File: src/rtl/square_selector.sv
// -----------------------------------------------------------------------------
// square_selector
//
// Purpose:
//   Cursor and move controller for a 3x3 tic-tac-toe board shown on a
//   640x480 screen. Button presses move a cursor over the board and place the
//   current player's mark. The block also reports the pixel bounds of the cell
//   under the cursor so a video stage can highlight it.
//
// Ports:
//   clk                       rising-edge clock for all state
//   rst                       synchronous, active-high reset
//   btn_up/down/left/right    debounced cursor-move button levels
//   btn_select                debounced "place mark" button level
//   sel_row, sel_col          cursor position, each 0..2
//   selected_square_startX/endX   horizontal pixel bounds of the cursor cell
//   selected_square_startY/endY   vertical pixel bounds of the cursor cell
//   board_p1, board_p2        occupancy per player, bit index = row*3+col
//   turn                      player to move (0 = P1, 1 = P2)
//   place_ok, place_err       one-cycle result pulses of a placement attempt
//   board_full                every cell is occupied
// -----------------------------------------------------------------------------
module square_selector #(
  parameter int unsigned H_DIV1 = 213,
  parameter int unsigned H_DIV2 = 426,
  parameter int unsigned H_END  = 640,
  parameter int unsigned V_DIV1 = 160,
  parameter int unsigned V_DIV2 = 320,
  parameter int unsigned V_END  = 480
) (
  input  logic        clk,
  input  logic        rst,
  input  logic        btn_up,
  input  logic        btn_down,
  input  logic        btn_left,
  input  logic        btn_right,
  input  logic        btn_select,
  output logic [1:0]  sel_row,
  output logic [1:0]  sel_col,
  output logic [15:0] selected_square_startX,
  output logic [15:0] selected_square_endX,
  output logic [9:0]  selected_square_startY,
  output logic [9:0]  selected_square_endY,
  output logic [8:0]  board_p1,
  output logic [8:0]  board_p2,
  output logic        turn,
  output logic        place_ok,
  output logic        place_err,
  output logic        board_full
);

  // FSM encoding
  localparam logic [1:0] ST_IDLE  = 2'd0;
  localparam logic [1:0] ST_CHECK = 2'd1;
  localparam logic [1:0] ST_HOLD  = 2'd2;

  // Grid line positions, zero-extended/truncated to the output port widths
  localparam logic [15:0] X_ZERO = 16'd0;
  localparam logic [15:0] X_DIV1 = 16'(H_DIV1);
  localparam logic [15:0] X_DIV2 = 16'(H_DIV2);
  localparam logic [15:0] X_END  = 16'(H_END);
  localparam logic [9:0]  Y_ZERO = 10'd0;
  localparam logic [9:0]  Y_DIV1 = 10'(V_DIV1);
  localparam logic [9:0]  Y_DIV2 = 10'(V_DIV2);
  localparam logic [9:0]  Y_END  = 10'(V_END);

  logic [1:0] r_state;
  logic [1:0] r_row;
  logic [1:0] r_col;
  logic [8:0] r_boardP1;
  logic [8:0] r_boardP2;
  logic       r_turn;
  logic       r_placeOk;
  logic       r_placeErr;

  logic       w_anyBtn;
  logic [3:0] w_cellIdx;
  logic [8:0] w_cellMask;
  logic       w_cellTaken;
  logic [8:0] w_occupied;

  // Modulo-3 cursor steps. Out-of-range inputs cannot occur, but both
  // functions still map them back into 0..2.
  function automatic logic [1:0] wrapInc(input logic [1:0] v);
    return (v >= 2'd2) ? 2'd0 : v + 2'd1;
  endfunction

  function automatic logic [1:0] wrapDec(input logic [1:0] v);
    return (v == 2'd0 || v == 2'd3) ? 2'd2 : v - 2'd1;
  endfunction

  assign w_anyBtn   = btn_up | btn_down | btn_left | btn_right | btn_select;
  assign w_occupied = r_boardP1 | r_boardP2;

  // Linear cell index of the cursor; the one-hot mask picks its board bit.
  assign w_cellIdx   = ({2'b00, r_row} * 4'd3) + {2'b00, r_col};
  assign w_cellMask  = 9'd1 << w_cellIdx;
  assign w_cellTaken = |(w_occupied & w_cellMask);

  // Control FSM plus all registered state. IDLE acts on at most one button
  // (select has top priority, then up, down, left, right). CHECK performs the
  // placement decision and ignores buttons. HOLD swallows held or chorded
  // buttons until everything is released so each press does one thing.
  // A full board needs no special case: every cell is taken, so select
  // naturally reports place_err.
  always_ff @(posedge clk) begin
    if (rst) begin
      r_state    <= ST_IDLE;
      r_row      <= 2'd1;
      r_col      <= 2'd1;
      r_boardP1  <= 9'd0;
      r_boardP2  <= 9'd0;
      r_turn     <= 1'b0;
      r_placeOk  <= 1'b0;
      r_placeErr <= 1'b0;
    end else begin
      r_placeOk  <= 1'b0;
      r_placeErr <= 1'b0;
      case (r_state)
        ST_IDLE: begin
          if (btn_select) begin
            r_state <= ST_CHECK;
          end else if (btn_up) begin
            r_row   <= wrapDec(r_row);
            r_state <= ST_HOLD;
          end else if (btn_down) begin
            r_row   <= wrapInc(r_row);
            r_state <= ST_HOLD;
          end else if (btn_left) begin
            r_col   <= wrapDec(r_col);
            r_state <= ST_HOLD;
          end else if (btn_right) begin
            r_col   <= wrapInc(r_col);
            r_state <= ST_HOLD;
          end
        end

        ST_CHECK: begin
          if (!w_cellTaken) begin
            if (r_turn) begin
              r_boardP2 <= r_boardP2 | w_cellMask;
            end else begin
              r_boardP1 <= r_boardP1 | w_cellMask;
            end
            r_turn    <= ~r_turn;
            r_placeOk <= 1'b1;
          end else begin
            r_placeErr <= 1'b1;
          end
          r_state <= ST_HOLD;
        end

        ST_HOLD: begin
          if (!w_anyBtn) begin
            r_state <= ST_IDLE;
          end
        end

        default: begin
          r_state <= ST_IDLE;
        end
      endcase
    end
  end

  // Column to horizontal bounds of the highlighted cell
  always_comb begin
    selected_square_startX = X_ZERO;
    selected_square_endX   = X_DIV1;
    case (r_col)
      2'd1: begin
        selected_square_startX = X_DIV1;
        selected_square_endX   = X_DIV2;
      end
      2'd2: begin
        selected_square_startX = X_DIV2;
        selected_square_endX   = X_END;
      end
      default: begin
        selected_square_startX = X_ZERO;
        selected_square_endX   = X_DIV1;
      end
    endcase
  end

  // Row to vertical bounds of the highlighted cell
  always_comb begin
    selected_square_startY = Y_ZERO;
    selected_square_endY   = Y_DIV1;
    case (r_row)
      2'd1: begin
        selected_square_startY = Y_DIV1;
        selected_square_endY   = Y_DIV2;
      end
      2'd2: begin
        selected_square_startY = Y_DIV2;
        selected_square_endY   = Y_END;
      end
      default: begin
        selected_square_startY = Y_ZERO;
        selected_square_endY   = Y_DIV1;
      end
    endcase
  end

  assign sel_row    = r_row;
  assign sel_col    = r_col;
  assign board_p1   = r_boardP1;
  assign board_p2   = r_boardP2;
  assign turn       = r_turn;
  assign place_ok   = r_placeOk;
  assign place_err  = r_placeErr;
  assign board_full = (w_occupied == 9'h1FF);

endmodule

File: config.mk
export PLATFORM = sky130hd
export DESIGN_NAME = square_selector
export DESIGN_NICKNAME = d
export VERILOG_FILES = /design/src/rtl/square_selector.sv
export SDC_FILE = /design/constraint.sdc
export NUM_CORES = 1
export LEC_CHECK = 0
export CAP_MARGIN = 20
export CORE_MARGIN = 3
export CORE_UTILIZATION = 37
export DETAILED_ROUTE_END_ITERATION = 8
export HOLD_SLACK_MARGIN = 0.15
export PLACE_DENSITY = 0.78
export SYNTH_ARGS = -nofsm -noshare
export SYNTH_HDL_FRONTEND = slang
export SYNTH_SLANG_ARGS = --single-unit
File: constraint.sdc
create_clock -name clk -period 3 [get_ports clk]
set_input_delay 0.6 -clock clk [delete_from_list [all_inputs] [get_ports clk]]
set_output_delay 0.6 -clock clk [all_outputs]
set_load 0.03 [all_outputs]
==> reports/metrics.yaml <==
status:
  status: "completed"
power_and_ir_drop:
  power_density_nw_per_um2: 446.1
  power_leakage_nw: 1.038
  ir_worst_vdd_mv: 0.3059
worst_setup_path:
  crit_chain: "inv_2 -> fa_1 -> inv_1 -> ha_1 -> inv_1 -> fa_2 -> nor3_1 -> a21oi_1 -> nand4_1 -> nor4b_4 -> mux2_4"
  rr_endpoint: "turn$_SDFFE_PP0P_"
  cp_num_cells: 11
  cpMostUsedCell: "inv_1"
  r2r-start: "sel_row[1]$_SDFFE_PP0P_"
  cpLargestDelayFamily: "adder cells"
  end_kind: "flop"
  worstSetupStartpoint: "sel_row[1]$_SDFFE_PP0P_"
  crit_end: "turn$_SDFFE_PP0P_"
  regToRegSetupSlack_ns: 0.02
  crit_type: "flop to flop"
  critical_path.startpoint_type: "flop"
  crit_fanout: 6
  slowest_stage: "fa_2"
  crit_required_ns: 3.17
  arrival_ns: 3.14
  max_stage_delay_ns: 0.60
  critPathBufInv: 3
  rr_worst_depth: 11
routing:
  routedWlPerCell_um: 14.47
  first_iter_violations: 138
  routed_wl_mm: 4.543
  firstDrtPassIters: 4
  num_vias: 1574
  drc: 0
  ant_nets: 0
  via_per_inst: 5.013
timing:
  hold_viol: 0
  fin_crit_ns: 2.975
  fin_ws_ns: 0.02463
  fin_worst_skew_ns: 0.002021
  rsz0062_at_grt: "true"
  finalSetupViolations: 0
  clock.fmax_mhz: 336.1
  final_max_slew_viol_count: 0
  finalCritPeriodShare_pct: 99.18
placement:
  placed_cell_area_um2: 2272
  routabilityCongestion: 0.9100
  hpwl_mm: 3.452
  dp_slack_ns: -0.001395
  portBuffers: 58
synthesis:
  ys_ff_latch: 27
  synth_seq_area_share_pct: 30.79
  synthMostInstantiatedCell: "buf_4"
  synth_cells: 202
  synth-edff-count: 0
  async_flop_share_pct: 0
  yosysWarnings: 0
  yosysTopAreaCell: "dfxtp_1"
  synthDistinctLibCells: 44
  avgSynthCellArea_um2: 8.690
  synth_common_cells: "buf_4, dfxtp_1, inv_1"
  synth_top_flop_cell: "dfxtp_1"
  synth_top_cell_area_share_pct: 30.79
  netlist_top_cells_area: "dfxtp_1, buf_4, ha_1"
  synth_area_um2: 1755
cts:
  cts_inserted_buffers: 3
  ctsHoldBuffers: 0
  clockBufferDepth: 2
  cts_sinks: 27
  clk_pin_slew_worst_paths_ns: 0.09
  tritoncts: "done"
  worstSkewPairLatency_ns: 0.27
  cts_max_level: 1
  root_buffer: "clkbuf_8"
floorplan:
  die_area_um2: 5607
  die_w_um: 74.88
  ios: 85
  core_area_um2: 4474
  initial_utilization_pct: 39.23
  die_h_um: 74.88
  num_rows: 24
finish:
  fillers: 430
  multiInputGateArea_um2: 962.2
  regArea_um2: 551.8
  fin_area_um2: 2432
  drive_above_1_share_pct: 18.32
  syn_to_final_growth_pct: 38.56
  antenna_cells: 0
  layout.nets: 281
global_route:
  grt-ovfl-total: 0
  grt_usage_pct: 15.17
  grt_first_pass_wirelength_mm: 6.637
  antenna_found_initial: 0
  grt_pass1_vias: 1366
  grt_start_max_net_pins: 15
worst_hold_path:
  min-delay-path-class: "flop to flop"
flow_run:
  cap_violations: 0
repair_timing:
action	CTS	global route
gates cloned	0	1
resized for setup	2	18
setup buffers	0	5
endpoints found under the setup margin	4	19
pin swaps	0	7
cell usage in the layout, fill, tap and decap left out, types with 4 or more instances in the layout:
| master | count |
|---|---|
| o32ai_2 | 4 |
| o2bb2ai_1 | 4 |
| ha_1 | 9 |
| nand2_1 | 10 |
| conb_1 | 26 |
| inv_1 | 16 |
| dfxtp_1 | 24 |
| nand4_1 | 4 |
| buf_4 | 19 |
| nor2_1 | 13 |
| clkdlybuf4s50_1 | 57 |
stage by stage:
stage | power, mW | util, % | std cells | hold WS (ns) | TNS, ns
2_1_floorplan | 0.7280 | - | 226 | 0.4344 | 0
3_3_place_gp | 0.8390 | 50.78 | 304 | 0.4638 | 0
3_5_place_dp | 0.8401 | 50.78 | 304 | 0.4659 | -0.001395
4_1_cts | 1.049 | 51.96 | 308 | 0.4767 | 0
5_1_grt | 1.142 | 54.36 | 314 | 0.4896 | -0.1732
6_report | 1.085 | 54.36 | 314 | 0.4746 | 0
kinds of logic (layout without fill, tap and decap cells):
kind of cell,after synthesis,count (layout),synth area share [%]
muxes,4,4,2.566
AOI/OAI and AO/OA,40,40,17.32
DFF,27,27,30.79
xor gates and xnor gates,2,2,0.9980
other,2,26,0.4278
and+or+nand+nor,50,51,15.61
buffers and inverters,66,101,23.59
adders and majority gates,11,11,8.696
registers in the layout, indices dropped and copies added (netlist names):
register and count:
board_p1 9, board_p2 9, r_state 2, sel_col 2, sel_row 2, place_err 1, place_ok 1, turn 1
report_power, final:
group | switching (mW) | total [mW] | internal [mW] | leakage, nW
Combinational | 0.309 | 0.500 | 0.191 | 0.795
Clock | 0.109 | 0.204 | 0.0951 | 0.0228
Sequential | 0.0112 | 0.381 | 0.369 | 0.220
per-layer routing:
metal  global-route usage (%)  part of all wire, %  wire length, µm  vias to the layer above
li1                         -                    -                -                      764
met1                    21.91                   45             2039                      748
met2                    24.08                   49             2223                       60
met3                    3.071                  5.9              270                        2
met4                    1.779                 0.22               10                        0
met5                        0                    0                0                        -
worst min-delay path by stage:
stage | from | end | slack (ns) | cells after the start
floorplan | r_state[1]$_SDFFE_PP0P_ | r_state[0]$_SDFFE_PP0P_ | 0.43 | 1
global placement | r_state[1]$_SDFFE_PP0P_ | r_state[0]$_SDFFE_PP0P_ | 0.46 | 1
detailed placement | r_state[1]$_SDFFE_PP0P_ | r_state[0]$_SDFFE_PP0P_ | 0.47 | 1
CTS | r_state[1]$_SDFFE_PP0P_ | r_state[0]$_SDFFE_PP0P_ | 0.48 | 1
global route | r_state[1]$_SDFFE_PP0P_ | r_state[0]$_SDFFE_PP0P_ | 0.49 | 1
finish | r_state[1]$_SDFFE_PP0P_ | r_state[0]$_SDFFE_PP0P_ | 0.47 | 1
area by class of cell:
class / instances / share of cell area, %
clock buffer: 4 / 1.852
inverter: 19 / 2.932
timing repair buffer: 78 / 30.30
tap: 52 / 2.675
sequential: 27 / 22.69
multi-input combinational: 134 / 39.56
No activity file was read; power rests on OpenSTA's default activity.
